<file path="config.mk">
export PLATFORM = sky130hd
export DESIGN_NAME = serial_subtractor
export DESIGN_NICKNAME = d
export VERILOG_FILES = /design/src/rtl/serial_subtractor_pkg.sv /design/src/rtl/serial_subtractor_full_subtractor.sv /design/src/rtl/serial_subtractor.sv
export SDC_FILE = /design/constraint.sdc
export NUM_CORES = 1
export LEC_CHECK = 0
export CAP_MARGIN = 20
export CORE_UTILIZATION = 50
export DETAILED_ROUTE_END_ITERATION = 16
export PLACE_DENSITY = 0.85
export SLEW_MARGIN = 20
export SYNTH_ARGS = -nofsm -noshare
export SYNTH_HDL_FRONTEND = slang
export SYNTH_SLANG_ARGS = --single-unit
export TNS_END_PERCENT = 20
</file>
<file path="constraint.sdc">
create_clock -name clk -period 1.9 [get_ports clk]
set_input_delay 0.57 -clock clk [delete_from_list [all_inputs] [get_ports clk]]
set_output_delay 0.57 -clock clk [all_outputs]
set_load 0.02 [all_outputs]
</file>
<file path="src/rtl/serial_subtractor_pkg.sv">
// Shared definitions for the bit-serial arithmetic family.
// Purpose : state encoding and sizing helpers reused by the serial subtractor
//           and by future serial blocks (serial adder, serial comparator).
// Contents: S_IDLE/S_SHIFT/S_DONE encodings, the state enum built on them,
//           and cnt_width() which sizes the bit counter (minimum one bit).
package serial_subtractor_pkg;

  localparam logic [1:0] S_IDLE  = 2'd0;
  localparam logic [1:0] S_SHIFT = 2'd1;
  localparam logic [1:0] S_DONE  = 2'd2;

  typedef enum logic [1:0] {
    ST_IDLE  = S_IDLE,
    ST_SHIFT = S_SHIFT,
    ST_DONE  = S_DONE
  } state_e;

  // $clog2(1) is 0, but a zero-width counter is not representable.
  function automatic int cnt_width(input int w);
    return (w > 1) ? $clog2(w) : 1;
  endfunction

endpackage

</file>
<file path="src/rtl/serial_subtractor_full_subtractor.sv">
// One-bit full subtractor cell.
// Purpose : computes a - b - bi for single bits.
// Ports   : a, b, bi (inputs)  -> d (difference bit), bo (borrow out).
module full_subtractor (
  input  logic a,
  input  logic b,
  input  logic bi,
  output logic d,
  output logic bo
);

  // Borrow is generated when a=0,b=1 and propagated when a==b.
  assign d  = a ^ b ^ bi;
  assign bo = (~a & b) | (~(a ^ b) & bi);

endmodule

</file>
<file path="src/rtl/serial_subtractor.sv">
// Bit-serial subtractor: D = A - B - bin, one bit per clock, LSB first.
// Purpose : area-minimal subtraction using a single full-subtractor cell
//           iterated over W cycles with a borrow flip-flop.
// Ports   : clk, rst (async, active-high)
//           start, A[W-1:0], B[W-1:0], bin  - request and operands
//           busy  - high during the W processing cycles
//           done  - one-cycle pulse when D/bout carry a fresh result
//           D[W-1:0], bout - difference and borrow-out, held until replaced
module serial_subtractor
  import serial_subtractor_pkg::*;
#(
  parameter int W = 4
) (
  input  logic         clk,
  input  logic         rst,
  input  logic         start,
  input  logic [W-1:0] A,
  input  logic [W-1:0] B,
  input  logic         bin,
  output logic         busy,
  output logic         done,
  output logic [W-1:0] D,
  output logic         bout
);

  localparam int CW = cnt_width(W);
  localparam logic [CW-1:0] LAST = CW'(W - 1);

  state_e        state;
  state_e        next_state;
  logic [CW-1:0] cnt;
  logic [W-1:0]  a_sr;
  logic [W-1:0]  b_sr;
  logic [W-1:0]  res;
  logic [W-1:0]  res_shifted;
  logic          borrow;
  logic          d_bit;
  logic          bo_bit;
  logic          last_bit;

  full_subtractor u_cell (
    .a  (a_sr[0]),
    .b  (b_sr[0]),
    .bi (borrow),
    .d  (d_bit),
    .bo (bo_bit)
  );

  assign last_bit = (cnt == LAST);

  // The new difference bit enters at the MSB so after W shifts the
  // LSB-first stream lines up in natural bit order.
  if (W == 1) begin : g_res_w1
    assign res_shifted = d_bit;
  end else begin : g_res_wn
    assign res_shifted = {d_bit, res[W-1:1]};
  end

  always_ff @(posedge clk or posedge rst) begin
    if (rst) begin
      state <= ST_IDLE;
    end else begin
      state <= next_state;
    end
  end

  // A new request is accepted from IDLE or straight out of DONE, which
  // allows back-to-back operations with no idle gap.
  always_comb begin
    next_state = state;
    busy       = 1'b0;
    done       = 1'b0;
    case (state)
      ST_IDLE: begin
        if (start) next_state = ST_SHIFT;
      end
      ST_SHIFT: begin
        busy = 1'b1;
        if (last_bit) next_state = ST_DONE;
      end
      ST_DONE: begin
        done       = 1'b1;
        next_state = start ? ST_SHIFT : ST_IDLE;
      end
      default: next_state = ST_IDLE;
    endcase
  end

  // D and bout are separate from the working result register so they keep
  // the previous answer while a new operation is being processed.
  always_ff @(posedge clk or posedge rst) begin
    if (rst) begin
      a_sr   <= '0;
      b_sr   <= '0;
      res    <= '0;
      borrow <= 1'b0;
      cnt    <= '0;
      D      <= '0;
      bout   <= 1'b0;
    end else begin
      case (state)
        ST_IDLE, ST_DONE: begin
          if (start) begin
            a_sr   <= A;
            b_sr   <= B;
            borrow <= bin;
            cnt    <= '0;
            res    <= '0;
          end
        end
        ST_SHIFT: begin
          a_sr   <= a_sr >> 1;
          b_sr   <= b_sr >> 1;
          borrow <= bo_bit;
          res    <= res_shifted;
          cnt    <= cnt + CW'(1);
          if (last_bit) begin
            D    <= res_shifted;
            bout <= bo_bit;
          end
        end
        default: ;
      endcase
    end
  end

endmodule

</file>
==> flow_results.xml, run 1 <==
<?xml version="1.0" encoding="UTF-8"?>
<metrics>
  <group name="placed_design">
    <metric name="preCtsSetupSlack" unit="ps">88.8</metric>
    <metric name="port-buffer-count" unit="">18</metric>
    <metric name="place.detailed.hpwl" unit="mm">1.26</metric>
    <metric name="gp_routability_congestion" unit="">0.772</metric>
  </group>
  <group name="power">
    <metric name="net-switching-power" unit="uW">799</metric>
    <metric name="vdd_ir_drop_max" unit="mV">1.07</metric>
    <metric name="power.density" unit="mW/mm^2">1690</metric>
    <metric name="switching_share" unit="%">37.8</metric>
    <metric name="power.combinational.fraction" unit="%">52.8</metric>
    <metric name="cellLeakagePower" unit="nW">0.620</metric>
    <metric name="totalPowerFinal" unit="mW">2.12</metric>
    <metric name="power_report.internal_total" unit="mW">1.32</metric>
    <metric name="pwr-share-clk" unit="%">9.9</metric>
    <metric name="pwr-share-seq" unit="%">37.4</metric>
  </group>
  <group name="grt">
    <metric name="grt_antenna_before_repair" unit="">0</metric>
    <metric name="grt_busiest_layer" unit="">met2</metric>
    <metric name="grt_pass1_wl" unit="mm">2.88</metric>
    <metric name="grt_max_degree" unit="">22</metric>
    <metric name="grt_use_met2" unit="%">33.3</metric>
    <metric name="grt-ovfl-total" unit="">0</metric>
    <metric name="first_global_vias" unit="">687</metric>
    <metric name="gr-usage-met3" unit="%">7.06</metric>
    <metric name="globalRouteMet1Util" unit="%">23.6</metric>
    <metric name="grt_util_all_layers" unit="%">19.5</metric>
  </group>
  <group name="timing">
    <metric name="fmax" unit="MHz">543</metric>
    <metric name="rsz0062_at_grt" unit="">false</metric>
    <metric name="relSlewSlack" unit="%">83.0</metric>
    <metric name="totalNegativeSetupSlack" unit="ps">0</metric>
    <metric name="report.final.setup_viol" unit="">0</metric>
    <metric name="tightest_slew" unit="ps">255</metric>
    <metric name="finalCriticalPeriod" unit="ps">1840</metric>
    <metric name="hold_ws" unit="ps">494</metric>
    <metric name="fin_ws" unit="ps">57.2</metric>
    <metric name="hold_violations" unit="">0</metric>
    <metric name="layout_worst_path_cycle_share" unit="%">97.0</metric>
    <metric name="final-max-slew-violation-count" unit="">0</metric>
    <metric name="fin_worst_skew" unit="ps">7.70</metric>
  </group>
  <group name="synthesis">
    <metric name="netlist_area" unit="um^2">991</metric>
    <metric name="synth_top_family_by_area" unit="">compound AO/OA/AOI/OAI gates</metric>
    <metric name="yosys_register_bits" unit="">21</metric>
    <metric name="synth_compound_area_share" unit="%">13.6</metric>
    <metric name="yosys.area.top_type_share" unit="%">53.0</metric>
    <metric name="syn-mean-instance-area" unit="um^2">13.2</metric>
    <metric name="ys_seq_area_share" unit="%">53.0</metric>
    <metric name="synthXorXnorAreaFrac" unit="%">0.884</metric>
    <metric name="synth-simple-area-share" unit="%">13.3</metric>
    <metric name="yosysTopAreaCell" unit="">sky130_fd_sc_hd__dfrtp_1</metric>
    <metric name="syn_nets" unit="">89</metric>
    <metric name="yosysWarningCount" unit="">0</metric>
    <metric name="synth_adder_area_share" unit="%">3.28</metric>
    <metric name="postSynthCellCount" unit="">75</metric>
    <metric name="post_synth_main_area_contributors" unit="">sky130_fd_sc_hd__dfrtp_1 (53%), sky130_fd_sc_hd__a22o_1 (6.2%), sky130_fd_sc_hd__mux2_4 (6.1%)</metric>
    <metric name="proportion_of_synthesized_area_in_mux_cells" unit="%">9.34</metric>
    <metric name="count_of_distinct_cell_types_in_the_synthesized_netlist" unit="">26</metric>
  </group>
  <group name="cts">
    <metric name="cts_hold_buf" unit="">0</metric>
    <metric name="cts_buffer_depth" unit="">2</metric>
    <metric name="cts_tree" unit="">yes</metric>
    <metric name="cts_setup_buffers" unit="">0</metric>
    <metric name="path_clk_slew" unit="ps">110</metric>
    <metric name="cts_made_buffers" unit="">3</metric>
    <metric name="worst_skew_pair.late_latency" unit="ps">300</metric>
    <metric name="cts.root.buffer_cell" unit="">sky130_fd_sc_hd__clkbuf_4</metric>
    <metric name="htreeDepth" unit="">1</metric>
    <metric name="cts_sinks" unit="">21</metric>
  </group>
  <group name="critical_path">
    <metric name="worstPathCellList" unit="">clkdlybuf4s50_1</metric>
    <metric name="worst-endpoint-required" unit="ps">1330</metric>
    <metric name="timing.setup.critical_path_class" unit="">reg -&gt; out</metric>
    <metric name="timing.rr.end" unit="">res[3]</metric>
    <metric name="crit_path_end_kind" unit="">primary output</metric>
    <metric name="worstSetupStartpointType" unit="">register</metric>
    <metric name="family_of_cells_with_the_greatest_summed_delay_on_the_critical_path" unit="">buffers and inverters</metric>
    <metric name="timing.critical_path.slowest_stage_cell" unit="">sky130_fd_sc_hd__clkdlybuf4s50_1</metric>
    <metric name="path_buf_inv" unit="">1</metric>
    <metric name="regToRegStartpoint" unit="">borrow</metric>
    <metric name="crit_path_start" unit="">D[1]</metric>
    <metric name="timing.critical_path.fanout_max" unit="">2</metric>
    <metric name="timing.critical_path.arrival" unit="ps">1270</metric>
    <metric name="critical_path.max_stage_delay" unit="ps">600</metric>
    <metric name="timing.reg2reg.worst_path_depth" unit="">4</metric>
    <metric name="regToRegSetupSlack" unit="ps">430</metric>
  </group>
  <group name="floorplanning">
    <metric name="die-area" unit="mm^2">0.00216</metric>
    <metric name="die-width" unit="um">46.5</metric>
    <metric name="num_rows" unit="">15</metric>
    <metric name="placeable_core_area" unit="mm^2">0.00178</metric>
    <metric name="initial_utilization" unit="%">55.6</metric>
    <metric name="top_level_ports" unit="">19</metric>
    <metric name="floorplan.die.height" unit="um">46.5</metric>
  </group>
  <group name="layout">
    <metric name="antenna-diode-count" unit="">0</metric>
    <metric name="final_util" unit="%">70.1</metric>
    <metric name="filler_cell_count" unit="">135</metric>
    <metric name="multiInputGateArea" unit="um^2">400</metric>
    <metric name="final_layout_size_suffix_gt1_share" unit="%">23.8</metric>
    <metric name="area.growth.synth_to_final" unit="%">26.1</metric>
    <metric name="design.final.nets" unit="">116</metric>
    <metric name="seqCellArea" unit="um^2">526</metric>
  </group>
  <group name="run_status">
    <metric name="result_of_the_run" unit="">complete, no violations</metric>
  </group>
  <group name="route">
    <metric name="drt_pre_antenna_iters" unit="">4</metric>
    <metric name="routed-via-count" unit="">675</metric>
    <metric name="route.detailed.drc" unit="">0</metric>
    <metric name="ant_nets" unit="">0</metric>
    <metric name="initialDrtViolationCount" unit="">14</metric>
    <metric name="vias_per_cell" unit="">5.36</metric>
    <metric name="drt_wl_total" unit="mm">1.66</metric>
    <metric name="wire_per_inst" unit="um">13.2</metric>
  </group>
  <group name="worst_hold_path">
    <metric name="hold_depth" unit="">2</metric>
    <metric name="min-delay-path-class" unit="">reg -&gt; reg</metric>
    <metric name="worstHoldStart" unit="">bout</metric>
    <metric name="worst_hold_path.endpoint" unit="">bout</metric>
  </group>
  <group name="run">
    <metric name="max_cap_violations" unit="">0</metric>
  </group>
</metrics>
## cells in the final DEF, fill, tap and decap left out, types with 2 or more instances in the layout
master                            instances
sky130_fd_sc_hd__clkdlybuf4s50_1         13
sky130_fd_sc_hd__a22o_1                   7
sky130_fd_sc_hd__clkbuf_4                 3
sky130_fd_sc_hd__mux2_2                   2
sky130_fd_sc_hd__inv_1                    4
sky130_fd_sc_hd__nor3_1                   4
sky130_fd_sc_hd__o22ai_1                  5
sky130_fd_sc_hd__mux2_4                   4
sky130_fd_sc_hd__buf_4                    7
sky130_fd_sc_hd__dfrtp_1                 21
sky130_fd_sc_hd__dlymetal6s2s_1           3
sky130_fd_sc_hd__nor2_1                   6
sky130_fd_sc_hd__o21ai_0                  2
sky130_fd_sc_hd__a21oi_1                  2
## final cells by class
| class | instances | area share, % |
|---|---|---|
| flip-flops and latches | 21 | 42.0 |
| inverters | 5 | 2.50 |
| clock buffers | 4 | 2.10 |
| multi-input cells | 46 | 32.0 |
| well taps | 25 | 2.50 |
| repair buffers | 25 | 18.8 |
## cell usage after synthesis
cell type	number
sky130_fd_sc_hd__mux2_4	4
sky130_fd_sc_hd__xnor2_1	1
sky130_fd_sc_hd__nand2b_4	1
sky130_fd_sc_hd__a221oi_2	1
sky130_fd_sc_hd__ha_1	1
sky130_fd_sc_hd__mux2_2	2
sky130_fd_sc_hd__inv_1	4
sky130_fd_sc_hd__nor2_8	1
sky130_fd_sc_hd__buf_6	3
sky130_fd_sc_hd__nor2_1	6
sky130_fd_sc_hd__a21oi_1	2
sky130_fd_sc_hd__a22o_1	7
sky130_fd_sc_hd__o21ai_0	2
sky130_fd_sc_hd__o22ai_1	5
sky130_fd_sc_hd__dfrtp_1	21
sky130_fd_sc_hd__mux2i_1	1
sky130_fd_sc_hd__fa_1	1
sky130_fd_sc_hd__a211oi_1	1
sky130_fd_sc_hd__inv_12	1
sky130_fd_sc_hd__nor2b_1	1
sky130_fd_sc_hd__nand3b_4	1
sky130_fd_sc_hd__nand2_1	1
sky130_fd_sc_hd__nor3_1	4
sky130_fd_sc_hd__nor2b_2	1
sky130_fd_sc_hd__and2b_1	1
sky130_fd_sc_hd__nand2b_2	1
## layer usage
layer	routed length [um]	up-vias
met5	0	-
met4	7	0
met3	96	2
met2	799	20
met1	757	329
li1	-	324
## cell families (layout without fill, tap and decap cells)
family | after synthesis | after routing
muxes | 7 | 7
DFF | 21 | 21
and+or+nand+nor | 18 | 18
buffers and inverters | 8 | 34
xor gates and xnor gates | 1 | 1
adders and majority gates | 2 | 2
AOI/OAI and AO/OA | 18 | 18
## power groups by stage
stage          combinational (mW)  clock, mW  sequential, mW
6_report                     1.12      0.209           0.791
5_1_grt                      1.23      0.238           0.821
4_1_cts                      1.13      0.217           0.795
3_5_place_dp                 1.14          0           0.805
3_3_place_gp                 1.11          0           0.787
2_1_floorplan               0.800          0           0.829
## per-stage QoR
stage | std cells | cell area (um^2)
after floorplan | 75 | 991
after global placement | 122 | 1220
after detailed placement | 122 | 1220
after CTS | 126 | 1240
after global routing | 126 | 1250
final | 126 | 1250
## worst min-delay path, delay by kind of cell (launching register included)
family | cells | cell delay [ps]
AND/OR/NAND/NOR | 1 | 40
AO/OA/AOI/OAI | 1 | 60
flip-flops | 1 | 360
## sequential cells by signal, summed over array words and instances (netlist names)
| signal | count |
|---|---|
| state | 2 |
| a_sr | 4 |
| bout | 1 |
| D | 4 |
| borrow | 1 |
| res | 3 |
| b_sr | 4 |
| cnt | 2 |
## timing repair
item	CTS	global route
resized for setup	2	6
hold endpoints to repair	0	0
setup endpoints to repair	2	5
## how the worst max path moves through the flow
stage	endpoint	depth (start not counted)	slack (ps)
floorplan	done	2	500
global placement	busy	3	100
detailed placement	busy	3	90
CTS	busy	3	3
global route	done	2	1
finish	D[1]	1	60
Power figures use the tool's default switching activity.
==> run 2, diff against run 1 <==
--- a/config.mk
+++ b/config.mk
@@ -5,10 +5,10 @@
 export SDC_FILE = /design/constraint.sdc
 export NUM_CORES = 1
 export LEC_CHECK = 0
-export CAP_MARGIN = 20
 export CORE_UTILIZATION = 50
 export DETAILED_ROUTE_END_ITERATION = 16
 export PLACE_DENSITY = 0.85
+export SKIP_CTS_REPAIR_TIMING = 1
 export SLEW_MARGIN = 20
 export SYNTH_ARGS = -nofsm -noshare
 export SYNTH_HDL_FRONTEND = slang
==> flow_results.xml, run 2 (synthesis gave the netlist of run 1 again) <==
<?xml version="1.0" encoding="UTF-8"?>
<metrics>
  <group name="timing">
    <metric name="finalCriticalPeriod" unit="ps">1840</metric>
    <metric name="layout_worst_path_cycle_share" unit="%">97.0</metric>
    <metric name="fin_ws" unit="ps">57.5</metric>
    <metric name="fmax" unit="MHz">543</metric>
    <metric name="rsz0062_at_grt" unit="">false</metric>
    <metric name="hold_violations" unit="">0</metric>
    <metric name="tightest_slew" unit="ps">256</metric>
    <metric name="fin_worst_skew" unit="ps">7.37</metric>
    <metric name="report.final.setup_viol" unit="">0</metric>
    <metric name="final-max-slew-violation-count" unit="">0</metric>
    <metric name="relSlewSlack" unit="%">82.9</metric>
  </group>
  <group name="layout">
    <metric name="antenna-diode-count" unit="">0</metric>
    <metric name="filler_cell_count" unit="">134</metric>
    <metric name="design.final.nets" unit="">116</metric>
    <metric name="final_util" unit="%">70.7</metric>
    <metric name="most-common-layout-cells" unit="">sky130_fd_sc_hd__dfrtp_1 (21), sky130_fd_sc_hd__clkdlybuf4s50_1 (13), sky130_fd_sc_hd__a22o_1 (7), sky130_fd_sc_hd__buf_4 (7), sky130_fd_sc_hd__nor2_1 (6)</metric>
    <metric name="biggestRegsByFlops" unit="">D (4), a_sr (4), b_sr (4)</metric>
    <metric name="mostFrequentLayoutCell" unit="">sky130_fd_sc_hd__dfrtp_1</metric>
    <metric name="multiInputGateArea" unit="um^2">400</metric>
    <metric name="seqCellArea" unit="um^2">526</metric>
    <metric name="area.growth.synth_to_final" unit="%">27.1</metric>
    <metric name="final_layout_size_suffix_gt1_share" unit="%">22.8</metric>
    <metric name="final_design_area_no_fill" unit="mm^2">0.00126</metric>
  </group>
  <group name="grt">
    <metric name="grt_util_all_layers" unit="%">19.5</metric>
    <metric name="first_global_vias" unit="">687</metric>
    <metric name="grt-ovfl-total" unit="">0</metric>
    <metric name="grt_pass1_wl" unit="mm">2.88</metric>
    <metric name="grt_max_degree" unit="">22</metric>
    <metric name="grt_antenna_before_repair" unit="">0</metric>
  </group>
  <group name="critical_path">
    <metric name="worst-endpoint-required" unit="ps">1330</metric>
    <metric name="timing.rr.end" unit="">res[3]</metric>
    <metric name="timing.reg2reg.worst_path_depth" unit="">4</metric>
    <metric name="path_buf_inv" unit="">1</metric>
    <metric name="critical_path.max_stage_delay" unit="ps">600</metric>
    <metric name="timing.critical_path.slowest_stage_cell" unit="">sky130_fd_sc_hd__clkdlybuf4s50_1</metric>
    <metric name="family_of_cells_with_the_greatest_summed_delay_on_the_critical_path" unit="">buffers and inverters</metric>
    <metric name="worstPathCellList" unit="">clkdlybuf4s50_1</metric>
    <metric name="timing.critical_path.fanout_max" unit="">2</metric>
    <metric name="crit_path_end_kind" unit="">primary output</metric>
    <metric name="regToRegStartpoint" unit="">borrow</metric>
    <metric name="timing.critical_path.arrival" unit="ps">1270</metric>
    <metric name="timing.setup.critical_path_class" unit="">reg -&gt; out</metric>
    <metric name="regToRegSetupSlack" unit="ps">430</metric>
    <metric name="worstSetupStartpointType" unit="">register</metric>
  </group>
  <group name="cts">
    <metric name="cts_tree" unit="">yes</metric>
    <metric name="cts.root.buffer_cell" unit="">sky130_fd_sc_hd__clkbuf_4</metric>
    <metric name="cts_sinks" unit="">21</metric>
    <metric name="path_clk_slew" unit="ps">110</metric>
    <metric name="worst_skew_pair.late_latency" unit="ps">300</metric>
    <metric name="htreeDepth" unit="">1</metric>
    <metric name="cts_buffer_depth" unit="">2</metric>
    <metric name="cts_made_buffers" unit="">3</metric>
  </group>
  <group name="power">
    <metric name="switching_share" unit="%">37.5</metric>
    <metric name="power_report.internal_total" unit="mW">1.33</metric>
    <metric name="pwr-share-clk" unit="%">9.8</metric>
    <metric name="pwr-share-seq" unit="%">37.2</metric>
    <metric name="net-switching-power" unit="uW">799</metric>
    <metric name="cellLeakagePower" unit="nW">0.646</metric>
    <metric name="power.density" unit="mW/mm^2">1690</metric>
    <metric name="power.combinational.fraction" unit="%">53.0</metric>
    <metric name="vdd_ir_drop_max" unit="mV">1.07</metric>
  </group>
  <group name="floorplanning">
    <metric name="die-width" unit="um">46.5</metric>
    <metric name="floorplan.die.height" unit="um">46.5</metric>
    <metric name="die-area" unit="mm^2">0.00216</metric>
    <metric name="placeable_core_area" unit="mm^2">0.00178</metric>
    <metric name="num_rows" unit="">15</metric>
    <metric name="initial_utilization" unit="%">55.6</metric>
    <metric name="top_level_ports" unit="">19</metric>
  </group>
  <group name="route">
    <metric name="uppermost_signal_routing_layer_after_detailed_routing" unit="">met4</metric>
    <metric name="ant_nets" unit="">0</metric>
    <metric name="wire_per_inst" unit="um">13.2</metric>
    <metric name="routed-via-count" unit="">675</metric>
    <metric name="route.layer.met1.wl" unit="um">749</metric>
    <metric name="vias_per_cell" unit="">5.36</metric>
    <metric name="drt_wl_total" unit="mm">1.66</metric>
    <metric name="drt_pre_antenna_iters" unit="">4</metric>
    <metric name="met3_length" unit="um">96</metric>
    <metric name="route.detailed.drc" unit="">0</metric>
    <metric name="initialDrtViolationCount" unit="">14</metric>
    <metric name="met2RoutedLength" unit="um">807</metric>
  </group>
  <group name="placed_design">
    <metric name="dpl_cell_area" unit="mm^2">0.00122</metric>
    <metric name="place.detailed.hpwl" unit="mm">1.26</metric>
    <metric name="gp_routability_congestion" unit="">0.772</metric>
    <metric name="port-buffer-count" unit="">18</metric>
    <metric name="preCtsSetupSlack" unit="ps">88.8</metric>
  </group>
  <group name="worst_hold_path">
    <metric name="worstHoldStart" unit="">bout</metric>
    <metric name="min-delay-path-class" unit="">reg -&gt; reg</metric>
    <metric name="hold_depth" unit="">2</metric>
    <metric name="worst_hold_path.endpoint" unit="">bout</metric>
  </group>
  <group name="run_status">
    <metric name="result_of_the_run" unit="">complete, no violations</metric>
  </group>
  <group name="run">
    <metric name="max_cap_violations" unit="">0</metric>
  </group>
</metrics>
==> run 2: cell type report <==
cell class                      count  area share, %
Tap cell                           25           2.48
Inverter                            5           2.48
Clock buffer                        4           2.09
Timing Repair Buffer               25           19.5
Sequential cell                    21           41.7
Multi-Input combinational cell     46           31.8
==> run 2: power groups by stage <==
stage | registers (mW) | clock network [mW] | logic (mW)
after floorplan | 0.829 | 0 | 0.800
after CTS | 0.795 | 0.217 | 1.15
after global routing | 0.821 | 0.238 | 1.24
final | 0.792 | 0.208 | 1.13
after detailed placement | 0.805 | 0 | 1.14
after global placement | 0.787 | 0 | 1.11
==> run 2: how the worst max path moves through the flow <==
| stage | start | slack (ps) | endpoint | depth (start not counted) |
|---|---|---|---|---|
| finish | D[1] | 60 | D[1] | 1 |
| detailed placement | state[1] | 90 | busy | 3 |
| floorplan | state[0] | 500 | done | 2 |
| CTS | state[1] | -270 | busy | 3 |
| global route | D[1] | 6 | D[1] | 1 |
| global placement | state[1] | 100 | busy | 3 |
==> run 2: per-layer routing <==
metal	global-route usage, %	vias to the layer above
li1	-	322
met1	23.6	331
met2	33.3	20
met3	7.06	2
met4	3.53	0
met5	0	-
==> run 2: stage by stage <==
stage / total power [mW] / TNS, ps / std cells / hold WS, ps
after floorplan: 1.63 / 0 / 75 / 466
after global placement: 1.90 / 0 / 122 / 461
after detailed placement: 1.95 / 0 / 122 / 484
after CTS: 2.16 / -518 / 126 / 509
after global routing: 2.30 / 0 / 126 / 539
final: 2.13 / 0 / 126 / 494
==> run 3, diff against run 2 <==
--- a/config.mk
+++ b/config.mk
@@ -7,6 +7,7 @@
 export LEC_CHECK = 0
 export CORE_UTILIZATION = 50
 export DETAILED_ROUTE_END_ITERATION = 16
+export GPL_TIMING_DRIVEN = 0
 export PLACE_DENSITY = 0.85
 export SKIP_CTS_REPAIR_TIMING = 1
 export SLEW_MARGIN = 20
==> constraint.sdc (replaced) <==
create_clock -name clk -period 1.9 [get_ports clk]
set_input_delay 0.38 -clock clk [delete_from_list [all_inputs] [get_ports clk]]
set_output_delay 0.38 -clock clk [all_outputs]
set_load 0.02 [all_outputs]
==> flow_results.xml, run 3 (synthesis gave the netlist of run 1 again) <==
<?xml version="1.0" encoding="UTF-8"?>
<metrics>
  <group name="timing">
    <metric name="rsz0062_at_grt" unit="">false</metric>
    <metric name="report.final.setup_viol" unit="">0</metric>
    <metric name="final-max-slew-violation-count" unit="">0</metric>
    <metric name="tightest_slew" unit="ps">787</metric>
    <metric name="relSlewSlack" unit="%">47.4</metric>
    <metric name="hold_violations" unit="">0</metric>
    <metric name="hold_ws" unit="ps">505</metric>
    <metric name="totalNegativeSetupSlack" unit="ps">0</metric>
    <metric name="finalCriticalPeriod" unit="ps">1750</metric>
    <metric name="layout_worst_path_cycle_share" unit="%">91.9</metric>
    <metric name="fin_worst_skew" unit="ps">8.04</metric>
    <metric name="fmax" unit="MHz">572</metric>
  </group>
  <group name="route">
    <metric name="ant_nets" unit="">0</metric>
    <metric name="drt_pre_antenna_iters" unit="">3</metric>
    <metric name="initialDrtViolationCount" unit="">9</metric>
    <metric name="drt_wl_total" unit="mm">1.76</metric>
    <metric name="vias_per_cell" unit="">5.34</metric>
    <metric name="route.detailed.drc" unit="">0</metric>
    <metric name="routed-via-count" unit="">651</metric>
    <metric name="wire_per_inst" unit="um">14.4</metric>
  </group>
  <group name="critical_path">
    <metric name="worstSetupStartpointType" unit="">register</metric>
    <metric name="critical_path.max_stage_delay" unit="ps">390</metric>
    <metric name="path_buf_inv" unit="">3</metric>
    <metric name="worst-endpoint-required" unit="ps">1520</metric>
    <metric name="family_of_cells_with_the_greatest_summed_delay_on_the_critical_path" unit="">buffers and inverters</metric>
    <metric name="timing.critical_path.slowest_stage_cell" unit="">sky130_fd_sc_hd__dfrtp_1</metric>
    <metric name="timing.setup.critical_path_class" unit="">reg -&gt; out</metric>
    <metric name="timing.critical_path.fanout_max" unit="">9</metric>
    <metric name="crit_path_end_kind" unit="">primary output</metric>
    <metric name="timing.critical_path.arrival" unit="ps">1370</metric>
    <metric name="worstPathCellList" unit="">buf_6 -&gt; nand2b_4 -&gt; inv_12 -&gt; dlymetal6s2s_1</metric>
  </group>
  <group name="layout">
    <metric name="mostFrequentLayoutCell" unit="">sky130_fd_sc_hd__dfrtp_1</metric>
    <metric name="final_layout_size_suffix_gt1_share" unit="%">19.6</metric>
    <metric name="filler_cell_count" unit="">130</metric>
    <metric name="seqCellArea" unit="um^2">526</metric>
    <metric name="biggestRegsByFlops" unit="">D (4), a_sr (4), b_sr (4)</metric>
    <metric name="most-common-layout-cells" unit="">sky130_fd_sc_hd__dfrtp_1 (21), sky130_fd_sc_hd__clkdlybuf4s50_1 (16), sky130_fd_sc_hd__a22o_1 (7)</metric>
    <metric name="design.final.nets" unit="">112</metric>
    <metric name="antenna-diode-count" unit="">0</metric>
    <metric name="area.growth.synth_to_final" unit="%">24.5</metric>
    <metric name="multiInputGateArea" unit="um^2">400</metric>
  </group>
  <group name="run">
    <metric name="max_cap_violations" unit="">0</metric>
  </group>
  <group name="cts">
    <metric name="cts_sinks" unit="">21</metric>
    <metric name="path_clk_slew" unit="ps">120</metric>
    <metric name="cts_buffer_depth" unit="">2</metric>
    <metric name="worst_skew_pair.late_latency" unit="ps">310</metric>
    <metric name="cts_made_buffers" unit="">3</metric>
    <metric name="htreeDepth" unit="">1</metric>
    <metric name="cts.root.buffer_cell" unit="">sky130_fd_sc_hd__clkbuf_4</metric>
    <metric name="cts_tree" unit="">yes</metric>
  </group>
  <group name="grt">
    <metric name="first_global_vias" unit="">654</metric>
    <metric name="grt_antenna_before_repair" unit="">0</metric>
    <metric name="grt_pass1_wl" unit="mm">2.71</metric>
    <metric name="grt_util_all_layers" unit="%">18.4</metric>
    <metric name="grt-ovfl-total" unit="">0</metric>
    <metric name="grt_max_degree" unit="">22</metric>
  </group>
  <group name="placed_design">
    <metric name="place.detailed.hpwl" unit="mm">1.25</metric>
    <metric name="gp_routability_congestion" unit="">0.726</metric>
    <metric name="port-buffer-count" unit="">18</metric>
  </group>
  <group name="worst_hold_path">
    <metric name="min-delay-path-class" unit="">in -&gt; async</metric>
  </group>
  <group name="power">
    <metric name="vdd_ir_drop_max" unit="mV">0.881</metric>
    <metric name="power.density" unit="mW/mm^2">1740</metric>
    <metric name="cellLeakagePower" unit="nW">0.594</metric>
  </group>
  <group name="run_status">
    <metric name="result_of_the_run" unit="">complete, no violations</metric>
  </group>
  <group name="floorplanning">
    <metric name="placeable_core_area" unit="mm^2">0.00178</metric>
    <metric name="die-width" unit="um">46.5</metric>
    <metric name="initial_utilization" unit="%">55.6</metric>
    <metric name="die-area" unit="mm^2">0.00216</metric>
    <metric name="num_rows" unit="">15</metric>
    <metric name="top_level_ports" unit="">19</metric>
    <metric name="floorplan.die.height" unit="um">46.5</metric>
  </group>
</metrics>
[run 3: final cells by class]
class	count	share of cell area, %
Multi-Input combinational cell	46	32.5
Timing Repair Buffer	18	15.0
Buffer	3	2.74
Inverter	5	2.54
Clock buffer	4	2.13
Tap cell	25	2.54
Sequential cell	21	42.6
[run 3: per-layer routing]
layer  part of all wire, %  up-vias  global-route usage [%]
li1                      -      314                       -
met1                    46      314                    22.7
met2                    49       18                    30.3
met3                   3.0        5                    3.53
met4                   2.1        0                    8.82
met5                     0        -                       0
[run 3: final timing paths]
kind / from / endpoint / slack [ps] / cells past startpoint
worst max-delay path: state[1] / busy / 150 / 4
max in group asynchronous: rst / state[0] / 900 / 2
worst max register to register: borrow / res[3] / 420 / 4
min in group clk: b_sr[3] / b_sr[3] / 520 / 1
worst min register to register: b_sr[3] / b_sr[3] / 520 / 1
worst min-delay path: rst / a_sr[0] / 500 / 2
[run 3: per-stage QoR]
| step | total power [mW] | cells | area [um^2] | utilization [%] | setup slack, ps |
|---|---|---|---|---|---|
| 2_1_floorplan | 1.63 | 75 | 991 | - | 510 |
| 3_3_place_gp | 1.89 | 118 | 1200 | 67.4 | 114 |
| 3_5_place_dp | 1.94 | 118 | 1200 | 67.4 | 106 |
| 4_1_cts | 2.16 | 122 | 1230 | 68.9 | -242 |
| 5_1_grt | 2.29 | 122 | 1230 | 69.2 | 106 |
| 6_report | 2.14 | 122 | 1230 | 69.2 | 153 |
[run 3: power by group]
part           switching, mW  internal (mW)  leakage (nW)
combinational          0.547          0.585         0.321
sequential             0.138          0.658         0.259
clock                  0.133         0.0819        0.0150
